**config.mk**
```make
export PLATFORM = sky130hd
export DESIGN_NAME = fir_section_mcx_bram_flat
export DESIGN_NICKNAME = d
export VERILOG_FILES = /design/src/rtl/fir_section_mcx_bram_pkg.sv /design/src/rtl/fir_section_mcx_bram_if.sv /design/src/rtl/fir_dpram.sv /design/src/rtl/fir_section_mcx_bram.sv /design/src/flat_wrapper.sv
export SDC_FILE = /design/constraint.sdc
export NUM_CORES = 2
export LEC_CHECK = 0
export BUFFER_PORTS_ARGS = -buffer_cell sky130_fd_sc_hd__buf_2
export CAP_MARGIN = 5
export CORE_MARGIN = 3
export CORE_UTILIZATION = 30
export CTS_BUF_LIST = sky130_fd_sc_hd__clkbuf_16
export DETAILED_ROUTE_END_ITERATION = 12
export MAX_ROUTING_LAYER = met4
export SETUP_SLACK_MARGIN = 0.02
export SYNTH_ARGS = -nofsm -noshare
export SYNTH_HDL_FRONTEND = slang
export SYNTH_HIERARCHICAL = 1
export SYNTH_SLANG_ARGS = --single-unit
```
**constraint.sdc**
```tcl
create_clock -name clk_sample -period 11.6 [get_ports clk_sample]
set_clock_uncertainty 0.2 [all_clocks]
set_input_delay 1.16 -clock clk_sample [delete_from_list [all_inputs] [get_ports clk_sample]]
set_output_delay 1.16 -clock clk_sample [all_outputs]
set_load 0.02 [all_outputs]
```
**src/rtl/fir_section_mcx_bram_pkg.sv**
```systemverilog
// Shared definitions for the multi-cycle BRAM FIR section.
// FSM encodings and the minimum accumulator width helper.
package fir_section_mcx_bram_pkg;

  localparam logic [2:0] ST_CLEAR = 3'd0;
  localparam logic [2:0] ST_IDLE  = 3'd1;
  localparam logic [2:0] ST_MAC   = 3'd2;
  localparam logic [2:0] ST_DRAIN = 3'd3;
  localparam logic [2:0] ST_OUT   = 3'd4;

  function automatic int acc_min(
    input int dw,
    input int cw,
    input int lgn
  );
    return dw + cw + 1 + lgn;
  endfunction

endpackage

```
**src/rtl/fir_section_mcx_bram_if.sv**
```systemverilog
// Sample, coefficient and result bundle of the FIR section.
// master = upstream/host side, slave = the section itself.
interface fir_section_mcx_bram_if #(
  parameter int DW     = 16,
  parameter int CW     = 18,
  parameter int LGN    = 5,
  parameter int OUT_DW = 16
);
  logic                     s_valid;
  logic                     s_ready;
  logic signed [DW-1:0]     s_data;
  logic                     sym;
  logic signed [DW-1:0]     f_out;
  logic                     f_valid;
  logic                     coeff_we;
  logic [LGN-1:0]           coeff_addr;
  logic signed [CW-1:0]     coeff_data;
  logic signed [OUT_DW-1:0] result;
  logic                     result_valid;
  logic                     sat;

  modport master (
    output s_valid, s_data, sym,
    output coeff_we, coeff_addr, coeff_data,
    input  s_ready, f_out, f_valid,
    input  result, result_valid, sat
  );

  modport slave (
    input  s_valid, s_data, sym,
    input  coeff_we, coeff_addr, coeff_data,
    output s_ready, f_out, f_valid,
    output result, result_valid, sat
  );
endinterface

```
**src/rtl/fir_dpram.sv**
```systemverilog
// Dual-port synchronous RAM: port A write with read-first
// readback, port B read-only. Same-address reads see old data.
module fir_dpram #(
  parameter int W  = 16,
  parameter int AW = 5
) (
  input  logic          clk,
  input  logic          rst,
  input  logic          ce,
  input  logic          we_a,
  input  logic          re_a,
  input  logic [AW-1:0] addr_a,
  input  logic [W-1:0]  din_a,
  output logic [W-1:0]  dout_a,
  input  logic          re_b,
  input  logic [AW-1:0] addr_b,
  output logic [W-1:0]  dout_b
);
  logic [W-1:0] mem [2**AW];

  always_ff @(posedge clk) begin
    if (ce && we_a) mem[addr_a] <= din_a;
  end

  always_ff @(posedge clk) begin
    if (rst) begin
      dout_a <= '0;
      dout_b <= '0;
    end else if (ce) begin
      if (re_a) dout_a <= mem[addr_a];
      if (re_b) dout_b <= mem[addr_b];
    end
  end
endmodule

```
**src/rtl/fir_section_mcx_bram.sv**
```systemverilog
// Single-multiplier FIR section, symmetric or asymmetric per sample,
// with rounding, saturation and a cascade tap of the evicted sample.
module fir_section_mcx_bram
  import fir_section_mcx_bram_pkg::*;
#(
  parameter int DW     = 16,
  parameter int CW     = 18,
  parameter int NUMW   = 17,
  parameter int LGN    = 5,
  parameter int ACCW   = 48,
  parameter int OUT_DW = 16
) (
  input  logic clk_sample,
  input  logic reset,
  input  logic ce,
  fir_section_mcx_bram_if.slave bus
);
  localparam int PW = DW + CW + 1;
  localparam logic signed [ACCW-1:0] RND =
    {{(ACCW-1){1'b0}}, 1'b1} << (NUMW - 1);
  localparam logic signed [ACCW-1:0] SAT_HI =
    {{(ACCW-OUT_DW+1){1'b0}}, {(OUT_DW-1){1'b1}}};
  localparam logic signed [ACCW-1:0] SAT_LO =
    {{(ACCW-OUT_DW+1){1'b1}}, {(OUT_DW-1){1'b0}}};

  if (ACCW < acc_min(DW, CW, LGN)) begin : g_bad_accw
    $error("ACCW too narrow for DW+CW+1+LGN");
  end

  logic [2:0]               state;
  logic [LGN-1:0]           cnt;
  logic [LGN-1:0]           wr_ptr;
  logic                     sym_q;
  logic                     v1;
  logic                     v2;
  logic signed [PW-1:0]     prod;
  logic signed [ACCW-1:0]   acc;
  logic signed [OUT_DW-1:0] result_q;
  logic                     rv_q;
  logic                     sat_q;
  logic                     fv_q;

  logic                     accept;
  logic                     clearing;
  logic [LGN-1:0]           k_last;
  logic                     dl_we;
  logic [LGN-1:0]           dl_addr;
  logic [DW-1:0]            dl_din;
  logic [DW-1:0]            f_word;
  logic [DW-1:0]            x0_w;
  logic [DW-1:0]            x1_w;
  logic [DW-1:0]            x1_unused;
  logic [CW-1:0]            h_w;
  logic [CW-1:0]            h_unused;
  logic signed [DW:0]       pre;
  logic signed [CW-1:0]     h;
  logic signed [PW-1:0]     prod_c;
  logic signed [ACCW-1:0]   rnd_q;
  logic signed [OUT_DW-1:0] res_c;
  logic                     clip_c;
  logic                     unused_ok;

  assign clearing = (state == ST_CLEAR);
  assign bus.s_ready = (state == ST_IDLE);
  assign accept = bus.s_valid & bus.s_ready & ce;
  assign k_last = sym_q ? {1'b0, {(LGN-1){1'b1}}}
                        : {LGN{1'b1}};

  assign dl_we   = clearing | accept;
  assign dl_addr = clearing ? cnt : wr_ptr;
  assign dl_din  = clearing ? '0 : bus.s_data;

  // Two identical delay copies give the pair of taps per cycle.
  fir_dpram #(.W(DW), .AW(LGN)) u_dl0 (
    .clk(clk_sample), .rst(reset), .ce(ce),
    .we_a(dl_we), .re_a(accept), .addr_a(dl_addr),
    .din_a(dl_din), .dout_a(f_word),
    .re_b(1'b1), .addr_b(wr_ptr - cnt), .dout_b(x0_w)
  );

  fir_dpram #(.W(DW), .AW(LGN)) u_dl1 (
    .clk(clk_sample), .rst(reset), .ce(ce),
    .we_a(dl_we), .re_a(1'b0), .addr_a(dl_addr),
    .din_a(dl_din), .dout_a(x1_unused),
    .re_b(1'b1), .addr_b(wr_ptr + cnt + LGN'(1)),
    .dout_b(x1_w)
  );

  fir_dpram #(.W(CW), .AW(LGN)) u_coef (
    .clk(clk_sample), .rst(reset), .ce(ce),
    .we_a(bus.coeff_we), .re_a(1'b0),
    .addr_a(bus.coeff_addr), .din_a(bus.coeff_data),
    .dout_a(h_unused),
    .re_b(1'b1), .addr_b(cnt), .dout_b(h_w)
  );

  assign unused_ok = ^{x1_unused, h_unused};

  assign h   = h_w;
  assign pre = sym_q ? ({x0_w[DW-1], x0_w} + {x1_w[DW-1], x1_w})
                     : {x0_w[DW-1], x0_w};
  assign prod_c = PW'(pre) * PW'(h);
  assign rnd_q  = (acc + RND) >>> NUMW;

  always_comb begin
    res_c  = rnd_q[OUT_DW-1:0];
    clip_c = 1'b0;
    unique case (1'b1)
      (rnd_q > SAT_HI): begin
        res_c  = SAT_HI[OUT_DW-1:0];
        clip_c = 1'b1;
      end
      (rnd_q < SAT_LO): begin
        res_c  = SAT_LO[OUT_DW-1:0];
        clip_c = 1'b1;
      end
      default: ;
    endcase
  end

  always_ff @(posedge clk_sample) begin
    if (reset) begin
      state    <= ST_CLEAR;
      cnt      <= '0;
      wr_ptr   <= '0;
      sym_q    <= 1'b0;
      v1       <= 1'b0;
      v2       <= 1'b0;
      prod     <= '0;
      acc      <= '0;
      result_q <= '0;
      rv_q     <= 1'b0;
      sat_q    <= 1'b0;
      fv_q     <= 1'b0;
    end else if (ce) begin
      fv_q <= accept;
      rv_q <= 1'b0;
      sat_q <= 1'b0;
      v1   <= (state == ST_MAC);
      v2   <= v1;
      prod <= prod_c;
      if (v2) acc <= acc + ACCW'(prod);
      unique case (state)
        ST_CLEAR: begin
          cnt <= cnt + LGN'(1);
          if (cnt == {LGN{1'b1}}) state <= ST_IDLE;
        end
        ST_IDLE: begin
          if (accept) begin
            sym_q <= bus.sym;
            acc   <= '0;
            state <= ST_MAC;
          end
        end
        ST_MAC: begin
          if (cnt == k_last) begin
            cnt   <= '0;
            state <= ST_DRAIN;
          end else begin
            cnt <= cnt + LGN'(1);
          end
        end
        ST_DRAIN: begin
          if (cnt[0]) begin
            cnt   <= '0;
            state <= ST_OUT;
          end else begin
            cnt <= cnt + LGN'(1);
          end
        end
        ST_OUT: begin
          state    <= ST_IDLE;
          wr_ptr   <= wr_ptr + LGN'(1);
          result_q <= res_c;
          sat_q    <= clip_c;
          rv_q     <= 1'b1;
        end
        default: state <= ST_CLEAR;
      endcase
    end
  end

  assign bus.f_out        = f_word;
  assign bus.f_valid      = fv_q;
  assign bus.result       = result_q;
  assign bus.result_valid = rv_q;
  assign bus.sat          = sat_q;
endmodule

```
**src/flat_wrapper.sv**
```systemverilog
// flat-port wrapper written by rule: the top's interface ports become plain ports
module fir_section_mcx_bram_flat import fir_section_mcx_bram_pkg::*;
#(
  parameter int DW     = 16,
  parameter int CW     = 18,
  parameter int NUMW   = 17,
  parameter int LGN    = 5,
  parameter int ACCW   = 48,
  parameter int OUT_DW = 16
)
  (clk_sample, reset, ce, bus_s_valid, bus_s_data, bus_sym, bus_coeff_we, bus_coeff_addr, bus_coeff_data, bus_s_ready, bus_f_out, bus_f_valid, bus_result, bus_result_valid, bus_sat);
  fir_section_mcx_bram_if #(.DW(DW), .CW(CW), .LGN(LGN), .OUT_DW(OUT_DW)) bus_i ();
  input  logic clk_sample;
  input  logic reset;
  input  logic ce;
  input wire logic [$bits(bus_i.s_valid)-1:0] bus_s_valid;
  input wire logic [$bits(bus_i.s_data)-1:0] bus_s_data;
  input wire logic [$bits(bus_i.sym)-1:0] bus_sym;
  input wire logic [$bits(bus_i.coeff_we)-1:0] bus_coeff_we;
  input wire logic [$bits(bus_i.coeff_addr)-1:0] bus_coeff_addr;
  input wire logic [$bits(bus_i.coeff_data)-1:0] bus_coeff_data;
  output wire logic [$bits(bus_i.s_ready)-1:0] bus_s_ready;
  output wire logic [$bits(bus_i.f_out)-1:0] bus_f_out;
  output wire logic [$bits(bus_i.f_valid)-1:0] bus_f_valid;
  output wire logic [$bits(bus_i.result)-1:0] bus_result;
  output wire logic [$bits(bus_i.result_valid)-1:0] bus_result_valid;
  output wire logic [$bits(bus_i.sat)-1:0] bus_sat;
  assign bus_i.s_valid = bus_s_valid;
  assign bus_i.s_data = bus_s_data;
  assign bus_i.sym = bus_sym;
  assign bus_i.coeff_we = bus_coeff_we;
  assign bus_i.coeff_addr = bus_coeff_addr;
  assign bus_i.coeff_data = bus_coeff_data;
  assign bus_s_ready = bus_i.s_ready;
  assign bus_f_out = bus_i.f_out;
  assign bus_f_valid = bus_i.f_valid;
  assign bus_result = bus_i.result;
  assign bus_result_valid = bus_i.result_valid;
  assign bus_sat = bus_i.sat;
  fir_section_mcx_bram #(.DW(DW), .CW(CW), .NUMW(NUMW), .LGN(LGN), .ACCW(ACCW), .OUT_DW(OUT_DW)) u_core (.clk_sample(clk_sample), .reset(reset), .ce(ce), .bus(bus_i));
endmodule
```
==> impl_metrics.py <==
metrics = {
    "run_status": {
        "status": "complete, but fails checks",
        "violations": "capacitance limit, slew limit",
    },
    "route": {
        "drcViolationCount": 0,
        "vias": 51903,
        "initialDrtViolationCount": 5659,
        "firstDrtPassIters": 7,
        "wl_um": 240000,
        "wl_per_cell_um": 24.1,
        "via_per_inst": 5.21,
        "detail-route-antenna-nets": 0,
    },
    "global_routing": {
        "overflow": 0,
        "grt_pass1_vias": 52628,
        "grt_max_degree": 104,
        "grtUsageTotal": 0.162,
        "antenna_found_initial": 19,
        "grt_pass1_wl_um": 357000,
    },
    "critical_path": {
        "slowest_delay_ns": 0.54,
        "critPathTopFamily": "adder cells",
        "crit_path_start": "u_core/u_dl0/dout_b[0]",
        "start_kind": "register",
        "path_depth": 34,
        "rr_endpoint": "u_core/prod[34]",
        "cp_max_fo": 19,
        "worst-path-buf-inv": 5,
        "crit_type": "register to register",
        "worstPathRequired_ns": 12.13,
        "crit_path_end": "u_core/prod[34]",
        "crit_slowest_cell": "fa_1",
        "cp-end-kind": "register",
        "cpMostUsedCell": "fa_1",
        "r2r_start": "u_core/u_dl0/dout_b[0]",
        "critPathArrivalTime_ns": 9.09,
        "r2r_cells": 34,
        "reg2reg_slack_ns": 3.04,
    },
    "floorplan": {
        "die_h_um": 549,
        "dieArea_mm2": 0.301,
        "start_util": 0.302,
        "placementRows": 198,
        "die_w_um": 549,
        "core_mm2": 0.292,
        "boundaryPins": 81,
    },
    "power_and_ir_drop": {
        "p_int_w": 0.0110,
        "power_frac_clock": 0.384,
        "p_comb_frac": 0.131,
        "vdd_drop_max_mv": 0.114,
        "p_per_area_mw_per_mm2": 150,
        "p_leak_nw": 34.7,
        "pwr-share-seq": 0.485,
        "p_sw_w": 0.00382,
        "switching_share": 0.258,
    },
    "sta": {
        "relSlewSlack": -0.0470,
        "rsz0062_at_grt": "no",
        "fmax_mhz": 117,
        "finalSetupViolCount": 0,
        "final-hold-violation-count": 0,
        "finalMaxSlewViolations": 7,
        "worst_slew_pin_slew_ns": 1.57,
        "fin_crit_ns": 8.56,
        "setup_ws_ns": 3.04,
        "tns_ns": 0,
        "fin_crit_sh": 0.738,
    },
    "clock_network": {
        "clock-sinks": 1784,
        "cts-buffers-inserted": 178,
        "clkTransAtPathRegs_ns": 0.06,
        "clock_path_buffers": 3,
        "postCtsHoldBufs": 0,
        "clk_latency_ns": 0.84,
        "cts_root_buf": "clkbuf_16",
        "cts_resized": 0,
        "cts_setup_buffers": 0,
        "h-tree-depth": 4,
        "cts_tree": "done",
    },
    "yosys": {
        "synthCells": 5830,
        "syn_avg_cell_area_um2": 15.2,
        "yosysWarnings": 6,
        "syn_area_mm2": 0.0884,
    },
    "final_layout": {
        "fillers": 27838,
        "synthToLayoutAreaGrowth_pct": 12.1,
        "regArea_mm2": 0.0517,
        "drive_gt1_frac": 0.174,
        "multi_input_area_mm2": 0.0335,
        "layout.nets": 6419,
    },
    "place": {
        "gp_congestion": 0.870,
        "port_buffers": 80,
        "pre_cts_ws_ns": 3.10,
        "hpwl_um": 157000,
    },
    "run": {
        "cap_violations": 1,
    },
    "min_path": {
        "holdCritPathClass": "register to register",
    },
}
## power by group through the flow
stage	Sequential [W]	Combinational (W)	Clock, W
2_1_floorplan	0.00728	0.00135	0
3_3_place_gp	0.00733	0.00192	0
3_5_place_dp	0.00733	0.00195	0
4_1_cts	0.00720	0.00195	0.00583
5_1_grt	0.00720	0.00210	0.00607
6_report	0.00720	0.00195	0.00570
## metal layers
metal | part of all wire | routed length (um) | global-route usage | vias up
met5 | 0 | 0 | - | -
met4 | 0.028 | 6670 | 0.0463 | 0
met3 | 0.075 | 18000 | 0.0260 | 340
met2 | 0.47 | 114000 | 0.253 | 1963
met1 | 0.42 | 102000 | 0.217 | 27365
li1 | - | - | - | 22235
## worst min path at each step
stage	from	endpoint	slack [ns]	cells after the start
floorplan	u_core/u_coef/dout_b[17]	u_core/u_coef/dout_b[17]	0.22	1
global placement	u_core/bus.sat	u_core/bus.sat	0.25	2
detailed placement	u_core/bus.sat	u_core/bus.sat	0.26	2
CTS	u_core/bus.sat	u_core/bus.sat	0.27	2
global route	u_core/bus.result_valid	u_core/bus.result_valid	0.30	2
finish	u_core/bus.result_valid	u_core/bus.result_valid	0.27	2
## cells in the final DEF, fill, tap and decap left out, types with 46 or more instances in the layout
| cell type | count |
|---|---|
| a21oi_1 | 158 |
| mux2i_1 | 247 |
| nor3_1 | 71 |
| nor2_1 | 278 |
| inv_1 | 431 |
| edfxtp_1 | 1600 |
| nor2b_1 | 70 |
| nand3_1 | 46 |
| a21o_1 | 47 |
| dfxtp_1 | 182 |
| a22oi_1 | 138 |
| a22o_1 | 57 |
| o22ai_1 | 87 |
| xnor2_1 | 87 |
| fa_1 | 314 |
| mux4_2 | 411 |
| and2_1 | 92 |
| buf_4 | 158 |
| clkbuf_16 | 179 |
| o21ai_0 | 143 |
| nand2_1 | 354 |
| ha_1 | 162 |
| buf_2 | 78 |
## worst reg2reg max path: cells and delay by family, from the launching register on
kind                       cells  cell delay (ns)
adders and majority gates      9             3.81
DFF                            1             0.40
muxes                          1             0.09
xor gates and xnor gates       2             0.33
buffers and inverters          5             0.44
and+or+nand+nor                5             0.68
AOI/OAI and AO/OA             12             2.50
## state kept, by name, indices dropped and copies added, names as in the netlist, 18 cells and up
signal and count:
u_core/acc 48, u_core/prod 35, u_core/u_coef/dout_b 18, u_core/u_coef/mem 576
u_core/u_dl0/mem 512, u_core/u_dl1/mem 512
## area by class of cell
cell class / instances / area share
antenna: 14 / 0.000354
inverter: 400 / 0.0153
timing repair buffer: 239 / 0.0165
multi-input combinational: 3293 / 0.338
sequential: 1784 / 0.522
clock inverter: 146 / 0.0132
tap: 3900 / 0.0493
clock buffer: 179 / 0.0452
## through the flow
stage / cell area (um^2) / hold slack (ns) / instances / total power, W / utilization
after floorplan: 88400 / 0.225 / 5835 / 0.00862 / -
after global placement: 93200 / 0.246 / 9616 / 0.00925 / 0.319
after detailed placement: 93200 / 0.256 / 9616 / 0.00928 / 0.319
after CTS: 99000 / 0.266 / 9941 / 0.0150 / 0.339
after global routing: 99100 / 0.298 / 9952 / 0.0154 / 0.339
final: 99100 / 0.265 / 9955 / 0.0148 / 0.339
Power figures use the tool's default switching activity.
